File: src/rtl/apb_slave_regfile.sv
`default_nettype none
// ============================================================================
//  Module   : apb_slave_regfile
//  Purpose  : APB3 completer holding a small 32-bit register bank:
//             word 0 = read-only ID, word 1 = wait-state config (bits [3:0]),
//             words 2..NUM_REGS-1 = scratch read/write.  Each transfer is
//             stretched by WAIT_CFG[3:0] wait cycles.  Invalid accesses
//             (unaligned, out of range, write to ID) answer with pslverr.
//  Ports    : hclk     - clock
//             hreset_n - asynchronous active-low reset
//             psel, penable, pwrite, paddr, pwdata - APB request
//             prdata, pready, pslverr              - APB response
//  Revision : 1.0 - initial release
// ============================================================================
module apb_slave_regfile #(
  parameter int          ADDR_W   = 12,
  parameter int          NUM_REGS = 8,
  parameter logic [31:0] ID_VALUE = 32'hA2B0_0001,
  parameter logic [3:0]  WAIT_RST = 4'd0
) (
  input  logic              hclk,
  input  logic              hreset_n,
  input  logic              psel,
  input  logic              penable,
  input  logic              pwrite,
  input  logic [ADDR_W-1:0] paddr,
  input  logic [31:0]       pwdata,
  output logic [31:0]       prdata,
  output logic              pready,
  output logic              pslverr
);

  localparam int IDX_W = ADDR_W - 2;

  typedef enum logic [0:0] {
    S_IDLE   = 1'b0,
    S_ACCESS = 1'b1
  } state_t;

  state_t           r_state;
  logic [IDX_W-1:0] r_idx;
  logic             r_write;
  logic [31:0]      r_wdata;
  logic [3:0]       r_cnt;
  logic             r_err;
  logic [3:0]       r_wait_cfg;
  logic [31:0]      r_scratch [2:NUM_REGS-1];

  logic [IDX_W-1:0] w_idx;
  logic             w_setup_err;
  logic             w_setup;
  logic             w_complete;
  logic             w_wr_en;
  logic [31:0]      w_rd_val;

  assign w_idx = paddr[ADDR_W-1:2];

  // Error is decided at setup time from the live bus so the access phase
  // only has to replay it.
  assign w_setup_err = (paddr[1:0] != 2'b00)
                    || (32'(w_idx) >= 32'(NUM_REGS))
                    || (pwrite && (w_idx == '0));

  // A setup phase is accepted in IDLE and also in ACCESS (psel high with
  // penable low restarts the transfer).
  assign w_setup    = psel && !penable;
  assign w_complete = (r_state == S_ACCESS) && psel && penable && (r_cnt == 4'd0);
  assign w_wr_en    = w_complete && r_write && !r_err;

  always_ff @(posedge hclk or negedge hreset_n) begin
    if (!hreset_n) begin
      r_state <= S_IDLE;
      r_idx   <= '0;
      r_write <= 1'b0;
      r_wdata <= '0;
      r_cnt   <= 4'd0;
      r_err   <= 1'b0;
    end else if (w_setup) begin
      r_state <= S_ACCESS;
      r_idx   <= w_idx;
      r_write <= pwrite;
      r_wdata <= pwdata;
      r_cnt   <= r_wait_cfg;
      r_err   <= w_setup_err;
    end else if (r_state == S_ACCESS) begin
      if (!psel) begin
        // Abandoned transfer: drop back without touching the registers.
        r_state <= S_IDLE;
      end else if (r_cnt != 4'd0) begin
        r_cnt <= r_cnt - 4'd1;
      end else begin
        r_state <= S_IDLE;
      end
    end
  end

  always_ff @(posedge hclk or negedge hreset_n) begin
    if (!hreset_n) begin
      r_wait_cfg <= WAIT_RST;
    end else if (w_wr_en && (r_idx == IDX_W'(1))) begin
      r_wait_cfg <= r_wdata[3:0];
    end
  end

  for (genvar k = 2; k < NUM_REGS; k++) begin : g_scratch
    always_ff @(posedge hclk or negedge hreset_n) begin
      if (!hreset_n) begin
        r_scratch[k] <= '0;
      end else if (w_wr_en && (r_idx == IDX_W'(k))) begin
        r_scratch[k] <= r_wdata;
      end
    end
  end

  always_comb begin
    w_rd_val = '0;
    if (r_idx == IDX_W'(0)) begin
      w_rd_val = ID_VALUE;
    end else if (r_idx == IDX_W'(1)) begin
      w_rd_val = {28'd0, r_wait_cfg};
    end else begin
      for (int k = 2; k < NUM_REGS; k++) begin
        if (r_idx == IDX_W'(k)) begin
          w_rd_val = r_scratch[k];
        end
      end
    end
  end

  // Response is qualified by pready so prdata/pslverr read as zero while
  // the transfer is still stalled.
  assign pready  = (r_state == S_ACCESS) && (r_cnt == 4'd0);
  assign prdata  = (pready && !r_err && !r_write) ? w_rd_val : 32'd0;
  assign pslverr = pready && r_err;

endmodule
`default_nettype wire

File: config.mk
export PLATFORM = sky130hd
export DESIGN_NAME = apb_slave_regfile
export DESIGN_NICKNAME = d
export VERILOG_FILES = /design/src/rtl/apb_slave_regfile.sv
export SDC_FILE = /design/constraint.sdc
export NUM_CORES = 1
export LEC_CHECK = 0
export ABC_AREA = 1
export BUFFER_PORTS_ARGS = -buffer_cell sky130_fd_sc_hd__buf_2
export CORE_MARGIN = 2
export CORE_UTILIZATION = 65
export DETAILED_ROUTE_END_ITERATION = 7
export HOLD_SLACK_MARGIN = 0.06
export PLACE_DENSITY = 0.91
export SETUP_SLACK_MARGIN = 0.1
export SYNTH_ARGS = -nofsm -noshare
export SYNTH_HDL_FRONTEND = slang
export SYNTH_SLANG_ARGS = --single-unit
File: constraint.sdc
create_clock -name hclk -period 3.1 [get_ports hclk]
set_input_delay 0.31 -clock hclk [delete_from_list [all_inputs] [get_ports hclk]]
set_output_delay 0.31 -clock hclk [all_outputs]
set_load 0.01 [all_outputs]
==> impl_metrics.csv, run 1 <==
group,metric,value,unit
run_status,status,"finished, final reports clean",
clock_network,cts_buffers,25,
routing,drc,0,
setup_path,crit_type,"reg2out",
pwr,irDropWorstVdd,0.494,mV
global_routing,antenna_found_initial,0,
sta,whs,0.0808,ns
setup_path,crit_top_cell,"nand2_1",
setup_path,timing.critical_path.cells,"nor2_2 > nand3_1 > nor2_2 > clkbuf_8 > nand2_1 > nand2_1 > inv_1 > nand4_1 > nand2_1 > a21oi_1 > buf_2",
synthesis,synth_mux_area_share,0,%
synthesis,synth_edf_count,0,
sta,hold_viol_final,0,
synthesis,ys_seq_area_share,56.1,%
pwr,swShare,23.5,%
setup_path,cp.depth,11,
synthesis,synth-simple-area-share,21.1,%
routing,drt-total-wl,30500,um
clock_network,root_buffer,"clkbuf_16",
routing,routed.top_layer,"met4",
routing,via_count,10200,
synthesis,netlist_area,10900,um2
synthesis,synth-seq-cells,245,
sta,period_needed,2.94,ns
sta,setup_viol,0,
pwr,internal_power,5.27,mW
placement,place_congestion,0.847,
die,die_h,134,um
synthesis,synth_xor_area_share,0.160,%
sta,finalCritPeriodShare,95.0,%
clock_network,worstSkewPairLatency,0.54,ns
placement,placed_cells,1583,
setup_path,path_delay_family,"simple AND/OR/NAND/NOR gates",
synthesis,synth_compound_area_share,16.4,%
pwr,power_frac_seq,48.3,%
setup_path,timing.rr.start,"r_cnt[0]",
synthesis,async_reset_ff_share,100,%
job,cap_viol_max_count,0,
routing,wl_per_cell,18.1,um
synthesis,syn-num-nets,1383,
synthesis,postSynthAreaPerCell,8.21,um2
sta,skew,0.0209,ns
sta,tightestPinTransition,0.808,ns
setup_path,crit_start,"r_idx[9]",
synthesis,synth_top_family_by_area,"simple AND/OR/NAND/NOR gates",
die,floorplan.initialDensity,66.2,%
global_routing,grt_max_degree,94,
setup_path,reg2reg_depth,9,
pwr,p_sw,1.61,mW
sta,fin_tns_setup,0,ns
pwr,clkPwrFrac,45.3,%
sta,slew_headroom,46.1,%
die,io_pins,83,
synthesis,synthAdderAreaFrac,0.229,%
placement,dp_hpwl,16200,um
sta,rsz0062_at_grt,"false",
pwr,power_leakage,6.21,nW
cells_and_area,areaGrowthSynthToFinish,19.5,%
global_routing,grt_use_total,34.3,%
pwr,comb_power_share,6.5,%
global_routing,grt_pass1_wl,49200,um
setup_path,critical_path_required,2.79,ns
clock_network,cts_tree,"done",
cells_and_area,final_cell_count_no_fill,1685,
routing,dr.pass1.iters,6,
setup_path,cp.arrival,2.63,ns
synthesis,synthDistinctLibCells,29,
clock_network,h-tree-depth,1,
setup_path,crit_buf_inv,3,
pwr,p_per_area,527,nW/um2
routing,drt_iter0_drc,1341,
setup_path,cp-endpoint,"prdata[31]",
routing,antenna_left,0,
setup_path,reg2reg_to,"r_scratch[52]",
synthesis,yosys_warnings,0,
setup_path,r2r_setup_slack,0.50,ns
cells_and_area,drive_gt1_share,14.4,%
global_routing,grt_overflow_total,0,
cells_and_area,nets,1498,
sta,slew_violations,0,
placement,port_buffers,82,
routing,dr_wl_met3,2820,um
setup_path,startpoint_type,"flip-flop",
routing,wl_met1,11600,um
die,fp.coreArea,16500,um2
setup_path,end_kind,"output port",
sta,max_freq,340,MHz
die,dieArea,17900,um2
clock_network,cts_sinks,245,
global_routing,grt_pass1_vias,10000,
clock_network,clkTransAtPathRegs,0.06,ns
setup_path,cp_slowest_cell,"dfrtp_1",
routing,avgViaCountPerCell,6.03,
die,die_x,134,um
cells_and_area,antenna_cells,0,
synthesis,synthFlopType,"dfrtp_1",
synthesis,syn_inst,1332,
setup_path,max_stage_delay,0.39,ns
die,placementRows,47,
clock_network,cts_buffer_depth,3,
worst_hold_path,holdCritPathClass,"in2reg",
routing,wl_met2,14800,um
setup_path,worstPathMaxFanout,33,
[flip-flops by register name (all words and copies together) (netlist names)]
register / count
r_wait_cfg: 4
r_idx: 10
r_err: 1
r_write: 1
r_wdata: 32
r_state: 1
r_cnt: 4
r_scratch: 192
[cells in the mapped netlist, types with 2 or more instances]
| library cell | n | share of area, % |
|---|---|---|
| nand4_1 | 7 | 0.40 |
| nand3_2 | 2 | 0.18 |
| or2_2 | 22 | 1.3 |
| nand3_1 | 62 | 2.8 |
| ha_1 | 2 | 0.23 |
| xor2_1 | 2 | 0.16 |
| a21oi_1 | 65 | 3.0 |
| nand2_1 | 406 | 14 |
| o21ai_1 | 12 | 0.55 |
| nor2_1 | 34 | 1.2 |
| inv_1 | 98 | 3.4 |
| nor2_2 | 3 | 0.17 |
| buf_2 | 7 | 0.32 |
| dfrtp_1 | 245 | 56 |
| nand2_2 | 6 | 0.34 |
| o21ai_0 | 276 | 13 |
| nor3_1 | 4 | 0.18 |
| clkbuf_1 | 68 | 2.3 |
[area by class of cell]
class	instances	area [um2]
sequential	245	6130
clock buffer	36	717
timing repair buffer	163	1230
fill	997	3460
clock inverter	9	124
tap	220	275
inverter	100	387
multi-input combinational	912	4200
[worst reg2reg max path, stage by stage, from the launching register on]
cell and delay [ns]:
dfrtp_1 0.40, inv_2 0.09, ha_1 0.15, nor3b_4 0.21, inv_2 0.10, nor4_4 0.51, nand2_2 0.39, buf_4 0.37
nand2_1 0.15, o21ai_0 0.10
[power by group through the flow]
stage,Combinational [mW],Sequential [mW],Clock [mW]
after floorplan,0.198,3.36,0
after global placement,0.368,3.37,0
after detailed placement,0.379,3.37,0
after CTS,0.433,3.32,3.11
after global routing,0.498,3.33,3.24
final,0.444,3.32,3.11
[through the flow]
stage	utilization, %	power (mW)	setup WS (ns)	area (um2)
2_1_floorplan	-	3.56	0.848	10900
3_3_place_gp	70.2	3.73	0.489	11600
3_5_place_dp	70.2	3.75	0.413	11600
4_1_cts	78.3	6.86	0.121	12900
5_1_grt	79.1	7.07	0.0880	13100
6_report	79.1	6.88	0.156	13100
[layout by cell type, fill, tap and decap left out, types with 7 or more instances in the layout]
cell,netlist,routed
nand2_1,406,405
o21ai_0,276,276
dfrtp_1,245,245
inv_1,98,94
buf_2,7,81
a21oi_1,65,65
nand3_1,62,61
dlygate4sd3_1,0,42
nor2_1,34,28
buf_4,0,28
clkbuf_16,0,25
or2_2,22,22
o21ai_1,12,12
nor2_2,3,7
nand4_1,7,7
[cell families (layout without fill, tap and decap cells)]
kind of cell / after synthesis / count (layout)
xor+xnor: 2 / 2
fa+ha+maj: 2 / 2
flops: 245 / 245
buf+inv: 175 / 308
simple gates: 552 / 552
compound gates: 356 / 356
[worst min-delay path by stage]
stage	start	slack, ns	endpoint	cells after the start
floorplan	hreset_n	0.01	r_cnt[0]	0
global placement	hreset_n	0.37	r_wdata[9]	1
detailed placement	hreset_n	0.38	r_wdata[9]	1
CTS	paddr[6]	0.07	r_idx[4]	3
global route	paddr[6]	0.10	r_idx[4]	3
finish	paddr[6]	0.08	r_idx[4]	3
[what timing repair did]
action,CTS,global route
gates cloned,2,0
setup buffers,3,10
hold buffers,42,0
endpoints found under the setup margin,28,32
resized for setup,13,12
endpoints found under the hold margin,132,0
pin swaps,2,1
[layer usage]
| metal | vias to the layer above | global-route usage (%) |
|---|---|---|
| li1 | 4552 | - |
| met1 | 4834 | 44.6 |
| met2 | 640 | 56.5 |
| met3 | 142 | 5.71 |
| met4 | 0 | 16.4 |
| met5 | - | 0 |
Note: power is estimated with default switching activity, not from simulation.
==> run 2: changes to the inputs <==
--- a/config.mk
+++ b/config.mk
@@ -11,7 +11,7 @@
 export CORE_UTILIZATION = 65
 export DETAILED_ROUTE_END_ITERATION = 7
 export HOLD_SLACK_MARGIN = 0.06
-export PLACE_DENSITY = 0.91
+export PLACE_DENSITY = 0.9
 export SETUP_SLACK_MARGIN = 0.1
 export SYNTH_ARGS = -nofsm -noshare
 export SYNTH_HDL_FRONTEND = slang
==> run 2 against run 1 <==
  * Utilization fell by 0.38 points
  * Maximum frequency up 0.74%
  * Critical path depth up 1
  * Clock skew decreased by 0.0062 ns
  * Global-route usage down 0.80 points
  * Clock power up 3%
  * Via count shrank 0.84%
  * Worst hold slack got worse by 0.0073 ns
==> impl_metrics.csv, run 2 (same netlist as run 1, synthesis figures left out) <==
group,metric,value,unit
setup_path,end_kind,"output port",
routing,drc,0,
sta,fin_tns_setup,0,ns
global_routing,antenna_found_initial,0,
setup_path,startpoint_type,"flip-flop",
sta,setup_viol,0,
clock_network,cts_buffers,25,
pwr,comb_power_share,6.4,%
clock_network,worstSkewPairLatency,0.52,ns
setup_path,r2r_setup_slack,0.43,ns
clock_network,cts_buffer_depth,3,
die,floorplan.initialDensity,66.2,%
sta,period_needed,2.92,ns
routing,antenna_left,0,
cells_and_area,multi_input_area,4200,um2
sta,whs,0.0736,ns
sta,tightestPinTransition,0.749,ns
die,dieArea,17900,um2
placement,place_congestion,0.811,
worst_hold_path,whs_path_depth,3,
clock_network,root_buffer,"clkbuf_16",
cells_and_area,nets,1490,
die,die_x,134,um
pwr,power_frac_seq,47.6,%
pwr,power_leakage,6.16,nW
clock_network,clkTransAtPathRegs,0.06,ns
pwr,swShare,23.3,%
sta,hold_viol_final,0,
run_status,status,"finished, final reports clean",
worst_hold_path,holdCritPathClass,"in2reg",
cells_and_area,final_cell_mix,"nand2_1, o21ai_0, dfrtp_1, inv_1, buf_2",
routing,drt_iter0_drc,1250,
setup_path,cp.arrival,2.61,ns
cells_and_area,antenna_cells,0,
setup_path,reg2reg_to,"r_scratch[58]",
pwr,internal_power,5.35,mW
setup_path,critical_path_required,2.79,ns
setup_path,reg2reg_depth,9,
global_routing,grt_pass1_wl,48300,um
routing,routed.top_layer,"met4",
cells_and_area,areaGrowthSynthToFinish,18.9,%
routing,dr_wl_met3,2690,um
global_routing,grt_overflow_total,0,
cells_and_area,drive_gt1_share,14.2,%
routing,wl_per_cell,18.0,um
die,io_pins,83,
sta,slew_violations,0,
worst_hold_path,min_from,"pwdata[11]",
cells_and_area,final-seq-area,6130,um2
die,die_h,134,um
pwr,p_sw,1.63,mW
routing,drt-total-wl,30200,um
global_routing,grt_use_total,33.5,%
sta,slew_headroom,50.1,%
pwr,p_per_area,537,nW/um2
die,fp.coreArea,16500,um2
cells_and_area,largest_register,"r_scratch",
global_routing,grt_max_degree,99,
setup_path,crit_type,"reg2out",
routing,wl_met1,11600,um
job,cap_viol_max_count,0,
clock_network,h-tree-depth,1,
placement,dp_hpwl,16500,um
global_routing,grt_pass1_vias,10000,
sta,max_freq,342,MHz
setup_path,timing.rr.start,"r_cnt[1]",
routing,avgViaCountPerCell,6.01,
routing,dr.pass1.iters,6,
die,placementRows,47,
sta,rsz0062_at_grt,"false",
clock_network,cts_sinks,245,
pwr,irDropWorstVdd,0.474,mV
cells_and_area,mostFrequentLayoutCell,"nand2_1",
clock_network,cts_tree,"done",
pwr,clkPwrFrac,46.0,%
sta,skew,0.0147,ns
routing,wl_met2,14900,um
placement,port_buffers,82,
worst_hold_path,hold_end,"r_wdata[11]",
routing,via_count,10100,
cells_and_area,top_regs,"r_scratch (192), r_wdata (32), r_idx (10)",
cells_and_area,largest_reg_flops,192,
cells_and_area,fill_cells,951,
sta,finalCritPeriodShare,94.3,%
setup_path,worstPathMaxFanout,11,
run 2: cell types whose count changed in the layout (fill, tap and decap cells not counted), moves of 2 or more:
| cell | before | now |
|---|---|---|
| buf_4 | 28 | 21 |
| buf_6 | 3 | 7 |
| clkbuf_1 | 6 | 2 |
| clkbuf_8 | 6 | 2 |
| clkinv_2 | 5 | 9 |
| buf_12 | 6 | 4 |
| bufinv_16 | 3 | 5 |
run 2: critical path, stage by stage, from the launching register on:
cell     delay, ns
dfrtp_1       0.38
inv_1         0.10
ha_1          0.16
nor3b_4       0.20
inv_2         0.10
nor2_4        0.12
nand3_4       0.11
nor3_4        0.24
buf_6         0.15
buf_12        0.15
o21ai_0       0.10
a21oi_1       0.14
buf_2         0.15
run 2: routing by layer:
metal  global-route usage [%]  vias to the layer above
met2                     55.8                      636
met4                     13.9                        0
met5                        0                        -
met3                     6.28                      107
met1                     43.5                     4809
li1                         -                     4531
run 2: how the worst max path moves through the flow:
stage	cells after the start	slack [ns]	to	start
global placement	9	0.64	r_scratch[1]	r_cnt[0]
floorplan	10	0.85	prdata[16]	r_cnt[0]
finish	12	0.18	prdata[28]	r_cnt[1]
global route	11	0.08	prdata[9]	r_cnt[1]
CTS	10	0.11	prdata[30]	r_idx[9]
detailed placement	8	0.53	r_scratch[58]	r_cnt[0]
run 2: layout make-up:
| cell class | count | share of cell area (%) |
|---|---|---|
| Timing Repair Buffer | 155 | 8.82 |
| Tap cell | 220 | 2.12 |
| Inverter | 100 | 2.94 |
| Clock buffer | 29 | 5.08 |
| Clock inverter | 16 | 1.62 |
| Multi-Input combinational cell | 912 | 32.3 |
| Sequential cell | 245 | 47.2 |
run 2: metrics by stage:
stage	cells	utilization, %	area [um2]	total power [mW]	worst slack, ns
2_1_floorplan	1332	-	10900	3.56	0.848
3_3_place_gp	1583	70.0	11600	3.74	0.641
3_5_place_dp	1583	70.0	11600	3.76	0.533
4_1_cts	1669	77.8	12900	6.95	0.106
5_1_grt	1677	78.7	13000	7.17	0.0783
6_report	1677	78.7	13000	6.98	0.177
run 2: timing repair:
action                     4_1_cts  5_1_grt
cloned                           0        1
hold endpoints to repair       134        0
hold buffers                    41        0
pin swaps                        0        1
buffers inserted                 0        7
setup endpoints to repair        6       32
resized for setup                2       24
run 2: power groups by stage:
stage          registers [mW]  clock network (mW)  logic [mW]
6_report                 3.32                3.21       0.447
5_1_grt                  3.33                3.34       0.500
4_1_cts                  3.32                3.21       0.431
3_5_place_dp             3.37                   0       0.388
3_3_place_gp             3.37                   0       0.376
2_1_floorplan            3.36                   0       0.198
